`src/rtl/instr_buf_pkg.sv`:
```
// Shared types and constants for the instruction-buffer read path.
package instr_buf_pkg;

  localparam int DATA_WIDTH = 32;
  localparam int ADDR_WIDTH = 6;
  localparam int SKID_DEPTH = 2;

  // Reader control states.
  typedef enum logic [1:0] {
    IDLE  = 2'd0,
    RUN   = 2'd1,
    FLUSH = 2'd2
  } state_t;

endpackage

```
`src/rtl/instr_buf_reader_if.sv`:
```
// Buffer-side read port and downstream valid/ready port of the reader.
interface instr_buf_reader_if #(
  parameter int DATA_WIDTH = instr_buf_pkg::DATA_WIDTH,
  parameter int ADDR_WIDTH = instr_buf_pkg::ADDR_WIDTH
);

  logic                  buf_empty;
  logic                  buf_rd_en;
  logic [ADDR_WIDTH-1:0] buf_rd_addr;
  logic [DATA_WIDTH-1:0] buf_data;
  logic                  out_valid;
  logic                  out_ready;
  logic [DATA_WIDTH-1:0] out_data;
  logic [ADDR_WIDTH-1:0] out_addr;

  // Reader side.
  modport master (
    input  buf_empty, buf_data, out_ready,
    output buf_rd_en, buf_rd_addr, out_valid, out_data, out_addr
  );

  // Buffer / downstream side.
  modport slave (
    output buf_empty, buf_data, out_ready,
    input  buf_rd_en, buf_rd_addr, out_valid, out_data, out_addr
  );

endinterface

```
`src/rtl/instr_skid_buf.sv`:
```
// Small synchronous FIFO holding {addr, data} pairs between the buffer read
// port and the downstream handshake. The head entry is always visible.
module instr_skid_buf #(
  parameter int WIDTH = instr_buf_pkg::ADDR_WIDTH + instr_buf_pkg::DATA_WIDTH,
  parameter int DEPTH = instr_buf_pkg::SKID_DEPTH,
  parameter int OCC_W = $clog2(DEPTH + 1)
) (
  input  logic             clk,
  input  logic             rst,
  input  logic             clear,
  input  logic             push,
  input  logic [WIDTH-1:0] push_data,
  input  logic             pop,
  output logic [OCC_W-1:0] occ,
  output logic [WIDTH-1:0] head_data
);
  import instr_buf_pkg::*;

  localparam int IDX_W = (DEPTH > 1) ? $clog2(DEPTH) : 1;

  logic [WIDTH-1:0] mem_reg [DEPTH];
  logic [IDX_W-1:0] wr_idx_reg;
  logic [IDX_W-1:0] rd_idx_reg;
  logic [OCC_W-1:0] occ_reg;
  logic             pop_fire;
  logic             push_fire;

  function automatic logic [IDX_W-1:0] next_idx(input logic [IDX_W-1:0] idx);
    return (idx == IDX_W'(DEPTH - 1)) ? '0 : idx + 1'b1;
  endfunction

  // A push into a full FIFO is only legal when the head leaves the same cycle.
  assign pop_fire  = pop && (occ_reg != '0);
  assign push_fire = push && ((occ_reg != OCC_W'(DEPTH)) || pop_fire);

  // Per-entry storage; reset to zero so the head reads as zero out of reset.
  for (genvar gi = 0; gi < DEPTH; gi++) begin : g_entry
    always_ff @(posedge clk) begin
      if (rst) begin
        mem_reg[gi] <= '0;
      end else if (push_fire && !clear && (wr_idx_reg == IDX_W'(gi))) begin
        mem_reg[gi] <= push_data;
      end
    end
  end

  // Pointers and occupancy; clear discards everything held.
  always_ff @(posedge clk) begin
    if (rst || clear) begin
      wr_idx_reg <= '0;
      rd_idx_reg <= '0;
      occ_reg    <= '0;
    end else begin
      if (push_fire) wr_idx_reg <= next_idx(wr_idx_reg);
      if (pop_fire)  rd_idx_reg <= next_idx(rd_idx_reg);
      case ({push_fire, pop_fire})
        2'b10:   occ_reg <= occ_reg + 1'b1;
        2'b01:   occ_reg <= occ_reg - 1'b1;
        default: occ_reg <= occ_reg;
      endcase
    end
  end

  assign occ       = occ_reg;
  assign head_data = mem_reg[rd_idx_reg];

endmodule

```
`src/rtl/instr_buf_reader.sv`:
```
// Read-side controller for the instruction buffer: issues reads, absorbs the
// one-cycle read latency, and presents words in order with their address.
module instr_buf_reader #(
  parameter int DATA_WIDTH = instr_buf_pkg::DATA_WIDTH,
  parameter int ADDR_WIDTH = instr_buf_pkg::ADDR_WIDTH,
  parameter int DATA_DEPTH = 2 ** ADDR_WIDTH
) (
  input  logic                  clk,
  input  logic                  rst,
  input  logic                  enable,
  input  logic                  flush,
  input  logic [ADDR_WIDTH-1:0] flush_addr,
  instr_buf_reader_if.master    bus
);
  import instr_buf_pkg::*;

  localparam int OCC_W   = $clog2(SKID_DEPTH + 1);
  localparam int ENTRY_W = ADDR_WIDTH + DATA_WIDTH;

  state_t                state_reg;
  state_t                state_next;
  logic [ADDR_WIDTH-1:0] rd_ptr_reg;
  logic [ADDR_WIDTH-1:0] rd_ptr_next;
  logic                  inflight_reg;
  logic [ADDR_WIDTH-1:0] inflight_addr_reg;
  logic [OCC_W-1:0]      occ;
  logic [OCC_W:0]        demand;
  logic [ENTRY_W-1:0]    head_entry;
  logic                  pop;
  logic                  push;
  logic                  rd_en;

  assign pop = bus.out_valid && bus.out_ready;

  // Words held or arriving after this cycle, if no new read were issued.
  assign demand = (OCC_W + 1)'(occ) + (OCC_W + 1)'(inflight_reg) - (OCC_W + 1)'(pop);

  // A returning word is killed by a flush in its landing cycle; a flush in the
  // issue cycle never issues, so this gate covers every in-flight read.
  assign push = inflight_reg && !flush;

  // Read issue: only in RUN, never on flush, never from an empty buffer.
  always_comb begin
    rd_en = 1'b0;
    if (!rst && !flush && (state_reg == RUN) && !bus.buf_empty &&
        (demand < (OCC_W + 1)'(SKID_DEPTH))) begin
      rd_en = 1'b1;
    end
  end

  // State register.
  always_ff @(posedge clk) begin
    if (rst) state_reg <= IDLE;
    else     state_reg <= state_next;
  end

  // Next-state logic; flush overrides every state.
  always_comb begin
    state_next = state_reg;
    if (flush) begin
      state_next = FLUSH;
    end else begin
      case (state_reg)
        IDLE:    if (enable) state_next = RUN;
        RUN:     if (!enable) state_next = IDLE;
        FLUSH:   state_next = enable ? RUN : IDLE;
        default: state_next = IDLE;
      endcase
    end
  end

  // Read pointer: redirect on flush, otherwise advance per issued read.
  always_comb begin
    rd_ptr_next = rd_ptr_reg;
    if (flush) begin
      rd_ptr_next = flush_addr;
    end else if (rd_en) begin
      rd_ptr_next = (rd_ptr_reg == ADDR_WIDTH'(DATA_DEPTH - 1)) ? '0 : rd_ptr_reg + 1'b1;
    end
  end

  // Pointer register.
  always_ff @(posedge clk) begin
    if (rst) rd_ptr_reg <= '0;
    else     rd_ptr_reg <= rd_ptr_next;
  end

  // Track the outstanding read and the address it was issued at.
  always_ff @(posedge clk) begin
    if (rst) begin
      inflight_reg      <= 1'b0;
      inflight_addr_reg <= '0;
    end else begin
      inflight_reg <= rd_en;
      if (rd_en) inflight_addr_reg <= rd_ptr_reg;
    end
  end

  instr_skid_buf #(
    .WIDTH (ENTRY_W),
    .DEPTH (SKID_DEPTH),
    .OCC_W (OCC_W)
  ) u_skid (
    .clk       (clk),
    .rst       (rst),
    .clear     (flush),
    .push      (push),
    .push_data ({inflight_addr_reg, bus.buf_data}),
    .pop       (pop && !flush),
    .occ       (occ),
    .head_data (head_entry)
  );

  assign bus.buf_rd_en   = rd_en;
  assign bus.buf_rd_addr = rd_ptr_reg;
  assign bus.out_valid   = (occ != '0);
  assign bus.out_data    = head_entry[DATA_WIDTH-1:0];
  assign bus.out_addr    = head_entry[ENTRY_W-1 -: ADDR_WIDTH];

endmodule

```
`src/flat_wrapper.sv`:
```
// flat-port wrapper written by rule: the top's interface ports become plain ports
module instr_buf_reader_flat import instr_buf_pkg::*;
#(
  parameter int DATA_WIDTH = instr_buf_pkg::DATA_WIDTH,
  parameter int ADDR_WIDTH = instr_buf_pkg::ADDR_WIDTH,
  parameter int DATA_DEPTH = 2 ** ADDR_WIDTH
)
  (clk, rst, enable, flush, flush_addr, bus_buf_empty, bus_buf_data, bus_out_ready, bus_buf_rd_en, bus_buf_rd_addr, bus_out_valid, bus_out_data, bus_out_addr);
  instr_buf_reader_if #(.DATA_WIDTH(DATA_WIDTH), .ADDR_WIDTH(ADDR_WIDTH)) bus_i ();
  input  logic clk;
  input  logic rst;
  input  logic enable;
  input  logic flush;
  input  logic [ADDR_WIDTH-1:0] flush_addr;
  input wire logic [$bits(bus_i.buf_empty)-1:0] bus_buf_empty;
  input wire logic [$bits(bus_i.buf_data)-1:0] bus_buf_data;
  input wire logic [$bits(bus_i.out_ready)-1:0] bus_out_ready;
  output wire logic [$bits(bus_i.buf_rd_en)-1:0] bus_buf_rd_en;
  output wire logic [$bits(bus_i.buf_rd_addr)-1:0] bus_buf_rd_addr;
  output wire logic [$bits(bus_i.out_valid)-1:0] bus_out_valid;
  output wire logic [$bits(bus_i.out_data)-1:0] bus_out_data;
  output wire logic [$bits(bus_i.out_addr)-1:0] bus_out_addr;
  assign bus_i.buf_empty = bus_buf_empty;
  assign bus_i.buf_data = bus_buf_data;
  assign bus_i.out_ready = bus_out_ready;
  assign bus_buf_rd_en = bus_i.buf_rd_en;
  assign bus_buf_rd_addr = bus_i.buf_rd_addr;
  assign bus_out_valid = bus_i.out_valid;
  assign bus_out_data = bus_i.out_data;
  assign bus_out_addr = bus_i.out_addr;
  instr_buf_reader #(.DATA_WIDTH(DATA_WIDTH), .ADDR_WIDTH(ADDR_WIDTH), .DATA_DEPTH(DATA_DEPTH)) u_core (.clk(clk), .rst(rst), .enable(enable), .flush(flush), .flush_addr(flush_addr), .bus(bus_i));
endmodule
```
`config.mk`:
```
export PLATFORM = sky130hd
export DESIGN_NAME = instr_buf_reader_flat
export DESIGN_NICKNAME = d
export VERILOG_FILES = /design/src/rtl/instr_buf_pkg.sv /design/src/rtl/instr_buf_reader_if.sv /design/src/rtl/instr_skid_buf.sv /design/src/rtl/instr_buf_reader.sv /design/src/flat_wrapper.sv
export SDC_FILE = /design/constraint.sdc
export NUM_CORES = 1
export LEC_CHECK = 0
export ABC_AREA = 1
export CAP_MARGIN = 20
export CORE_ASPECT_RATIO = 0.5
export CORE_MARGIN = 8
export CORE_UTILIZATION = 53
export CTS_BUF_LIST = sky130_fd_sc_hd__clkbuf_8
export DETAILED_ROUTE_END_ITERATION = 6
export GPL_TIMING_DRIVEN = 0
export MAX_ROUTING_LAYER = met4
export PLACE_DENSITY = 0.79
export SETUP_SLACK_MARGIN = 0.02
export SYNTH_ARGS = -nofsm -noshare
export SYNTH_HDL_FRONTEND = slang
export SYNTH_HIERARCHICAL = 1
export SYNTH_SLANG_ARGS = --single-unit
```
`constraint.sdc`:
```
create_clock -name clk -period 3.5 [get_ports clk]
set_clock_uncertainty 0.2 [all_clocks]
set_input_delay 0.35 -clock clk [delete_from_list [all_inputs] [get_ports clk]]
set_output_delay 0.35 -clock clk [all_outputs]
set_load 0.01 [all_outputs]
```
==> key figures, run 1 <==
Clock tree
  – Clk Latency, worst-skew pair: 0.35 ns
  – Reg clk slew, reported paths: 0.08 ns
  – Root Driver: clkbuf_8
  – CTS tree: built
  – Hold_buf cts: 0
  – # clock sinks: 96
  – CTS buffer count: 9
  – H-tree levels: 3
  – CTS Buffer Depth: 2

Timing
  – Final Hold Fails: 0
  – Setup TNS: 0 ns
  – Fmax: 306 MHz
  – Slew HR: 0.627
  – Unrepaired setup endpoints after global routing: false
  – Final setup viols: 0
  – Hold_ws: 0.239 ns
  – Worst slew pin tran: 0.558 ns
  – Min cycle time layout: 3.27 ns
  – Max-slew violation count: 0
  – Crit share post-route: 0.934

Worst setup path
  – CP Capture Type: primary output
  – Crit-path max cell delay: 0.49 ns
  – Worst path most repeated cell: nand2_1
  – Crit path required time: 2.95 ns
  – Critical R2R Capture: u_core/bus.buf_rd_addr[5]$_SDFFE_PP0P_
  – Reg2reg start: u_core/u_skid/occ[1]$_SDFFE_PP0P_
  – Worst-path cell chain: inv_1 -> nand2_1 -> nand2_1 -> inv_1 -> ha_1 -> or2_2 -> fa_1 -> nand2_1 -> nor2_1 -> nand2_1 -> nor2_4 -> buf_6 -> clkbuf_2
  – CP Launch Type: flop
  – Worst R2R Path Depth: 16
  – Worst Path Arrival: 2.72 ns
  – Worst Setup SP: u_core/u_skid/occ[1]$_SDFFE_PP0P_
  – Largest fanout on the critical path: 10
  – Critical path class: flop to primary output
  – Setup slack, reg-to-reg: 0.63 ns
  – Slowest CP cell: fa_1

Drt
  – Vias/cell: 4.80
  – WL/cell: 14.2 µm
  – DR vias: 2983
  – Antenna-violating nets left: 0
  – First DRT Iteration DRCs: 214
  – Final wirelength: 8800 µm
  – DRC viols: 0
  – TritonRoute pass-1 iters: 4

Min path
  – WHS Endpoint: u_core/state_reg[0]$_SDFFE_PP0P_
  – Min-delay worst type: flop to flop
  – HP Start: u_core/state_reg[0]$_SDFFE_PP0P_
  – WHS Path Cells: 1

Synthesis
  – Synth top area share: 0.518
  – Synth cell count leaders: 84 x nor2_1, 76 x edfxtp_1, 58 x inv_1
  – Fraction of registers with async set/reset: 0
  – Syn avg cell area: 11.0 µm²
  – Synth Cell Area: 4400 µm²
  – Synth cell types: 29
  – Main area contributors after synthesis: edfxtp_1 52%, mux2_2 9.7%, dfxtp_1 9.1%
  – Most used DFF post-synth: edfxtp_1
  – Flops & latches, synth: 96
  – Post-synth top area cell: edfxtp_1
  – Post-Syn Instances: 401
  – Yosys warnings: 6
  – Count leader, synth: nor2_1
  – EDFF count, synth: 76
  – Net Count, Synth: 449
  – Sequential share of the synthesized area: 0.609

Placed design
  – Post-DP HPWL: 6170 µm
  – Global placement routability congestion: 0.853
  – # port buffers: 89

Finish
  – Final nets: 552
  – Post-layout util: 0.704
  – Ant diodes: 0
  – Fill cells: 610
  – Area of the multi-input gates: 1380 µm²
  – Layout cells sized above 1: 0.210
  – Area grow syn2layout: 28.3%
  – Max reg flops: 76
  – Storage cell area: 2690 µm²

Floorplanning
  – Die width: 145 µm
  – Row cnt: 23
  – Die footprint: 11700 µm²
  – Starting density of the core: 0.548
  – Core Area: 8030 µm²
  – I/O pin count: 90
  – Die height: 80.5 µm

Power
  – Worst VDD drop: 209 µV
  – Power Dens Cells: 366 nW/µm²
  – Leak Pwr: 2.28 nW

Run status
  – Status: complete, no violations

GRT
  – Largest net degree at the start of global routing: 37
  – Initial antenna violation count: 0
  – GRT Resource Usage Total: 0.155
  – First-pass GRT wire length: 14000 µm
  – Number of global-route vias before repair: 2973
  – GRT Residual Overflow: 0

Run
  – Max-Cap Viols: 0
## per-stage QoR
step	cell area, µm²	power [mW]	setup WS, ns	instances
2_1_floorplan	4400	1.38	0.670	401
3_3_place_gp	5430	1.49	-0.0998	602
3_5_place_dp	5490	1.50	-0.102	604
4_1_cts	5650	2.09	0.0486	620
5_1_grt	5650	2.15	0.0472	621
6_report	5650	2.07	0.230	621
## cell usage in the layout (no fill, tap or decap), types with 2 or more instances in the layout
cell,instances
a21oi_1,8
buf_2,6
buf_4,2
buf_6,6
clkbuf_8,9
clkdlybuf4s50_1,88
clkinv_2,2
dfxtp_1,18
edfxtp_1,76
ha_1,3
inv_1,61
mux2_2,38
nand2_1,38
nand2_2,4
nand3_1,10
nand4_1,3
nand4_2,2
nor2_1,84
nor2_2,22
nor2_4,2
o21ai_0,8
or2_2,2
## how the worst max path moves through the flow
stage / to / slack, ns / depth (start not counted)
2_1_floorplan: bus_buf_rd_en / 0.67 / 12
3_3_place_gp: bus_buf_rd_en / -0.1 / 12
3_5_place_dp: bus_buf_rd_en / -0.10 / 12
4_1_cts: bus_buf_rd_en / 0.05 / 13
5_1_grt: bus_buf_rd_en / 0.05 / 13
6_report: bus_buf_rd_en / 0.23 / 13
## repair_timing
item                       in CTS  in global routing
setup endpoints to repair       1                  1
gates cloned                    0                  0
gates resized for setup         5                  1
buffers inserted                0                  1
pin swaps                       0                  1
## cell families after synthesis
| group | after synthesis | synth area share |
|---|---|---|
| compound gates | 19 | 0.0247 |
| fa+ha+maj | 4 | 0.0131 |
| buf+inv | 73 | 0.0776 |
| flops | 96 | 0.609 |
| mux | 38 | 0.0972 |
| simple gates | 171 | 0.178 |
## worst max-delay path, delay by kind of cell (launching register included)
family / cells / cell delay [ns]
and+or+nand+nor: 7 / 0.83
adders and majority gates: 2 / 0.74
buffers and inverters: 4 / 0.42
DFF: 1 / 0.38
## report_power, final
group	total (mW)	internal [mW]	switching, mW
combinational	0.198	0.110	0.0879
clock	0.595	0.246	0.349
sequential	1.28	1.26	0.0142
total	2.07	1.62	0.451
## per-layer routing
metal / global-route usage / part of all wire / vias up
met3: 0.0420 / 0.051 / 5
met1: 0.175 / 0.44 / 1389
met4: 0.0375 / 0.0056 / 0
met5: - / 0 / -
met2: 0.275 / 0.50 / 81
li1: - / - / 1508
## area by class of cell
cell class | instances | share of cell area
clock inverters | 7 | 0.00576
repair buffers | 92 | 0.167
multi-input cells | 232 | 0.245
clock buffers | 9 | 0.0219
plain buffers | 14 | 0.0213
well taps | 112 | 0.0248
flip-flops and latches | 96 | 0.476
inverters | 59 | 0.0392
Power figures use the tool's default switching activity.
==> run 2: changes to the inputs <==
Settings changed: CORE_UTILIZATION 53 to 65, DONT_BUFFER_PORTS from default to 1, HOLD_SLACK_MARGIN from default to 0.1, PLACE_DENSITY 0.79 to 0.78.
==> key figures, run 2 (synthesis gave the netlist of run 1 again) <==
Run status
  – Status: complete, no violations

GRT
  – GRT Residual Overflow: 0 (unchanged)
  – Initial antenna violation count: 0 (unchanged)
  – Largest net degree at the start of global routing: 39 (+5.4%)
  – GRT Resource Usage Total: 0.194 (+0.0389)
  – Number of global-route vias before repair: 3003 (+1.0%)
  – First-pass GRT wire length: 14300 µm (+2.1%)

Timing
  – Setup TNS: 0 ns (unchanged)
  – Fmax: 306 MHz (about the same)
  – Final setup viols: 0 (unchanged)
  – Worst slew pin tran: 0.964 ns (+0.406 ns)
  – Max-slew violation count: 0 (unchanged)
  – Slew HR: 0.355 (-0.272)
  – Crit share post-route: 0.934 (about the same)
  – Final Hold Fails: 0 (unchanged)
  – Unrepaired setup endpoints after global routing: false
  – Min cycle time layout: 3.27 ns (+0.000480 ns)

Finish
  – Commonest non-fill, non-tap cell in the layout: nor2_1
  – Most frequent cells in the layout: 84 x nor2_1, 76 x edfxtp_1, 59 x inv_1
  – Area of the multi-input gates: 1380 µm² (unchanged)
  – Max reg flops: 76 (unchanged)
  – Storage cell area: 2690 µm² (unchanged)
  – Ant diodes: 0 (unchanged)
  – Layout cells sized above 1: 0.229 (+0.0185)
  – Non-filler cells, final: 551 (-11%)
  – Area grow syn2layout: 16.1%
  – Final nets: 502 (-9.1%)
  – Fill cells: 448 (-27%)

Worst setup path
  – Crit path required time: 2.95 ns (about the same)
  – Critical path class: flop to primary output
  – Slowest CP cell: fa_1
  – CP Capture Type: primary output
  – Worst Path Arrival: 2.72 ns (about the same)
  – Largest fanout on the critical path: 10 (unchanged)
  – CP Launch Type: flop
  – Worst-path cell chain: inv_1 -> nand2_1 -> nand2_1 -> inv_1 -> ha_1 -> or2_2 -> fa_1 -> nand2_1 -> nor2_1 -> nand2_1 -> nor2_4 -> buf_6
  – Worst path most repeated cell: nand2_1
  – Crit-path max cell delay: 0.50 ns (about the same)

Floorplanning
  – Core Area: 6620 µm² (-18%)
  – Starting density of the core: 0.665 (+0.117)
  – Die height: 74.2 µm (-7.8%)
  – I/O pin count: 90 (unchanged)
  – Row cnt: 21 (-8.7%)
  – Die width: 132 µm (-8.6%)
  – Die footprint: 9820 µm² (-16%)

Run
  – Max-Cap Viols: 0 (unchanged)

Clock tree
  – Root Driver: clkbuf_8
  – CTS tree: built
  – CTS buffer count: 9 (unchanged)
  – Reg clk slew, reported paths: 0.08 ns (about the same)
  – Clk Latency, worst-skew pair: 0.35 ns (about the same)
  – Post-CTS Setup Inserts: 0 (unchanged)
  – H-tree levels: 3 (unchanged)
  – # clock sinks: 96 (unchanged)
  – CTS Buffer Depth: 2 (unchanged)

Placed design
  – Global placement routability congestion: 0.920 (+7.8%)
  – Post-DP HPWL: 5900 µm (-4.4%)
  – Placed Cells: 493 (-18%)
  – # port buffers: 0 (-100%)

Power
  – Leak Pwr: 2.09 nW (-8.4%)
  – Power Dens Cells: 397 nW/µm² (+8.4%)
  – Worst VDD drop: 231 µV (+10%)

Drt
  – DRC viols: 0 (unchanged)
  – Vias/cell: 5.27 (+9.6%)
  – TritonRoute pass-1 iters: 4 (unchanged)
  – Antenna-violating nets left: 0 (unchanged)
  – Final wirelength: 8790 µm (-0.17%)
  – DR vias: 2902 (-2.7%)
  – First DRT Iteration DRCs: 230 (+7.5%)
  – WL/cell: 15.9 µm (+13%)

Min path
  – Min-delay worst type: flop to flop
-- run 2: cell count changes in the layout (fill, tap and decap cells not counted), moves of 2 or more --
cell / change
clkinv_4: +2
dlygate4sd3_1: +42
clkdlybuf4s50_1: -88
inv_1: -2
-- run 2: worst paths after layout --
| check | start | end | slack (ns) | cells past startpoint |
|---|---|---|---|---|
| hold / removal | u_core/state_reg[0]$_SDFFE_PP0P_ | u_core/state_reg[0]$_SDFFE_PP0P_ | 0.24 | 1 |
| setup / recovery | u_core/u_skid/occ[1]$_SDFFE_PP0P_ | bus_buf_rd_en | 0.23 | 12 |
| hold reg to reg | u_core/state_reg[0]$_SDFFE_PP0P_ | u_core/state_reg[0]$_SDFFE_PP0P_ | 0.24 | 1 |
| setup reg to reg | u_core/u_skid/occ[1]$_SDFFE_PP0P_ | u_core/bus.buf_rd_addr[5]$_SDFFE_PP0P_ | 0.65 | 15 |
-- run 2: layout make-up --
class | count | area share
tap | 92 | 0.0225
inverter | 59 | 0.0433
buffer | 14 | 0.0235
multi-input combinational | 232 | 0.271
timing repair buffer | 42 | 0.0822
clock buffer | 9 | 0.0242
sequential | 96 | 0.526
clock inverter | 7 | 0.00783
-- run 2: metal layers --
layer / track usage / vias up / share of wire
met5: - / - / 0
met4: 0.0673 / 0 / 0.010
met3: 0.0654 / 11 / 0.060
met2: 0.347 / 82 / 0.52
met1: 0.202 / 1402 / 0.41
li1: - / 1407 / -
-- run 2: worst max-delay path: cells and delay by family (launching register included) --
kind                     cells  cell delay, ns
adder cells (fa/ha/maj)      2            0.76
AND/OR/NAND/NOR              7            0.94
flip-flops                   1            0.38
buffers and inverters        3            0.29
-- run 2: through the flow --
step                      hold WS (ns)  worst slack, ns  power, mW  utilization  area, µm²
after floorplan                  0.207            0.670       1.38            -       4400
after global placement           0.214            0.489       1.40        0.682       4520
after detailed placement         0.226            0.431       1.41        0.683       4520
after CTS                        0.246           0.0260       2.05        0.771       5110
after global routing             0.254           0.0453       2.11        0.772       5110
final                            0.243            0.230       2.03        0.772       5110
-- run 2: where the power goes --
group | total (mW) | switching, mW | internal [mW]
registers | 1.28 | 0.0180 | 1.26
clock network | 0.609 | 0.357 | 0.252
logic | 0.140 | 0.0802 | 0.0602
-- run 2: repair_timing --
action	in CTS	in global routing
setup endpoints to repair	0	1
hold endpoints to repair	84	0
hold buffers	42	0
gates resized for setup	0	3
==> run 3: changes to the inputs <==
Settings changed: CORE_UTILIZATION 65 to 53, DONT_BUFFER_PORTS 1 to default, PLACE_DENSITY 0.78 to 0.79.
Clock period 3.5 ns to 3.05 ns, I/O delays scaled along.
==> key figures, run 3 (synthesis gave the netlist of run 1 again) <==
Drt
  – DRC viols: 0 (unchanged)
  – Final wirelength: 9150 µm (+4.1%)
  – Vias/cell: 4.81 (-8.6%)
  – WL/cell: 14.4 µm (-9.8%)
  – DR vias: 3061 (+5.5%)
  – TritonRoute pass-1 iters: 5 (+1)
  – First DRT Iteration DRCs: 223 (-3.0%)
  – Antenna-violating nets left: 0 (unchanged)

GRT
  – Initial antenna violation count: 0 (unchanged)
  – Number of global-route vias before repair: 3066 (+2.1%)
  – GRT Resource Usage Total: 0.160 (-0.0343)
  – Largest net degree at the start of global routing: 37 (-5.1%)
  – GRT Residual Overflow: 0 (unchanged)
  – First-pass GRT wire length: 14500 µm (+1.1%)

Timing
  – Min cycle time layout: 2.93 ns
  – Worst slew pin tran: 0.479 ns (-0.485 ns)
  – Max-slew violation count: 0 (unchanged)
  – Final setup viols: 0 (unchanged)
  – Crit share post-route: 0.960
  – Slew HR: 0.680 (+0.325)
  – Unrepaired setup endpoints after global routing: true
  – Fmax: 341 MHz
  – Final WS setup: 0.121 ns (-0.109 ns)
  – Setup TNS: 0 ns (unchanged)
  – Final Hold Fails: 0 (unchanged)

Finish
  – Final nets: 567 (+13%)
  – Post-layout util: 0.723 (-0.0487)
  – Area grow syn2layout: 31.9%
  – Layout cells sized above 1: 0.244 (+0.0155)
  – Commonest non-fill, non-tap cell in the layout: clkdlybuf4s50_1
  – Non-filler cells, final: 636 (+15%)
  – Max reg flops: 76 (unchanged)
  – Ant diodes: 0 (unchanged)
  – Fill cells: 582 (+30%)
  – Design Area, Final: 5810 µm² (+14%)
  – Most frequent cells in the layout: 88 x clkdlybuf4s50_1, 84 x nor2_1, 76 x edfxtp_1

Floorplanning
  – Die width: 145 µm (+9.4%)
  – Row cnt: 23 (+9.5%)
  – Starting density of the core: 0.548 (-0.117)
  – Die height: 80.5 µm (+8.4%)
  – I/O pin count: 90 (unchanged)
  – Die footprint: 11700 µm² (+19%)
  – Core Area: 8030 µm² (+21%)

Clock tree
  – Root Driver: clkbuf_8
  – CTS tree: built
  – CTS Buffer Depth: 2 (unchanged)
  – Clk Latency, worst-skew pair: 0.35 ns (about the same)
  – CTS buffer count: 9 (unchanged)
  – Hold_buf cts: 0 (-100%)
  – # clock sinks: 96 (unchanged)
  – H-tree levels: 3 (unchanged)
  – Reg clk slew, reported paths: 0.08 ns (about the same)

Power
  – Leak Pwr: 2.36 nW (+13%)
  – Power Dens Cells: 410 nW/µm² (+3.4%)
  – Worst VDD drop: 243 µV (+5.6%)

Worst setup path
  – CP Capture Type: primary output
  – Worst Path Arrival: 2.42 ns (-0.30 ns)
  – Largest fanout on the critical path: 3 (-7)
  – Crit path required time: 2.54 ns (-0.41 ns)
  – CP Launch Type: flop
  – Crit-path max cell delay: 0.49 ns (about the same)
  – Worst-path cell chain: inv_2 -> nand2_2 -> nand2_2 -> inv_2 -> ha_4 -> or2_4 -> fa_1 -> nand2_1 -> nor2_1 -> nand2_1 -> nor2_4 -> buf_6
  – Slowest CP cell: fa_1
  – Critical path class: flop to primary output

Run status
  – Status: complete, no violations

Placed design
  – # port buffers: 89 (+89)
  – Placed cell area: 5490 µm² (+21%)
  – Post-DP HPWL: 6170 µm (+4.6%)
  – Post-Place Worst Slack: -0.462 ns (-0.893 ns)
  – Global placement routability congestion: 0.853 (-7.3%)
  – Placed Cells: 604 (+23%)

Run
  – Max-Cap Viols: 0 (unchanged)

Min path
  – Min-delay worst type: flop to flop
run 3: cell count changes in the layout (fill, tap and decap cells not counted), sizes merged:
cell           change
clkdlybuf4s50     +88
inv                +2
buf               +19
clkinvlp           +1
clkinv             -3
dlygate4sd3       -42
run 3: area by class of cell:
type                       count  area, µm²  area share
timing repair buffer         108       1080       0.186
multi-input combinational    232       1410       0.243
buffer                        13        109      0.0187
inverter                      59        224      0.0386
tap                          112        140      0.0241
clock buffer                   9        124      0.0213
sequential                    96       2690       0.463
clock inverter                 7       32.5     0.00560
run 3: final timing paths:
kind | start | to | slack, ns | cells past startpoint
hold / removal | u_core/state_reg[0]$_SDFFE_PP0P_ | u_core/state_reg[0]$_SDFFE_PP0P_ | 0.24 | 1
setup / recovery | u_core/u_skid/occ[0]$_SDFFE_PP0P_ | bus_buf_rd_en | 0.12 | 12
hold reg to reg | u_core/state_reg[0]$_SDFFE_PP0P_ | u_core/state_reg[0]$_SDFFE_PP0P_ | 0.24 | 1
setup reg to reg | u_core/u_skid/occ[1]$_SDFFE_PP0P_ | u_core/u_skid/occ[1]$_SDFFE_PP0P_ | 0.19 | 21
run 3: worst max-delay path, delay by kind of cell, from the launching register on:
kind | cells | cell delay [ns]
and+or+nand+nor | 7 | 0.81
adders and majority gates | 2 | 0.69
DFF | 1 | 0.35
buffers and inverters | 3 | 0.23
run 3: metrics by stage:
step	total power [mW]	hold WS [ns]
after floorplan	1.59	0.174
after global placement	1.71	0.217
after detailed placement	1.72	0.226
after CTS	2.40	0.237
after global routing	2.48	0.260
final	2.38	0.239
run 3: what timing repair did:
item | in CTS | in global routing
gates resized for setup | 14 | 4
pin swaps | 8 | 9
gates cloned | 0 | 0
setup buffers | 15 | 2
setup endpoints to repair | 1 | 40
run 3: layer usage:
metal / part of all wire / GRT usage / vias up
met5: 0 / - / -
met4: 0.0038 / 0.0343 / 0
met3: 0.038 / 0.0420 / 2
met2: 0.52 / 0.290 / 74
met1: 0.44 / 0.177 / 1443
li1: - / - / 1542
run 3: power breakdown:
group / switching, mW / leakage [nW] / internal, mW
clock network: 0.405 / 0.0902 / 0.283
logic: 0.103 / 1.32 / 0.131
registers: 0.0161 / 0.943 / 1.45
total: 0.524 / 2.36 / 1.86
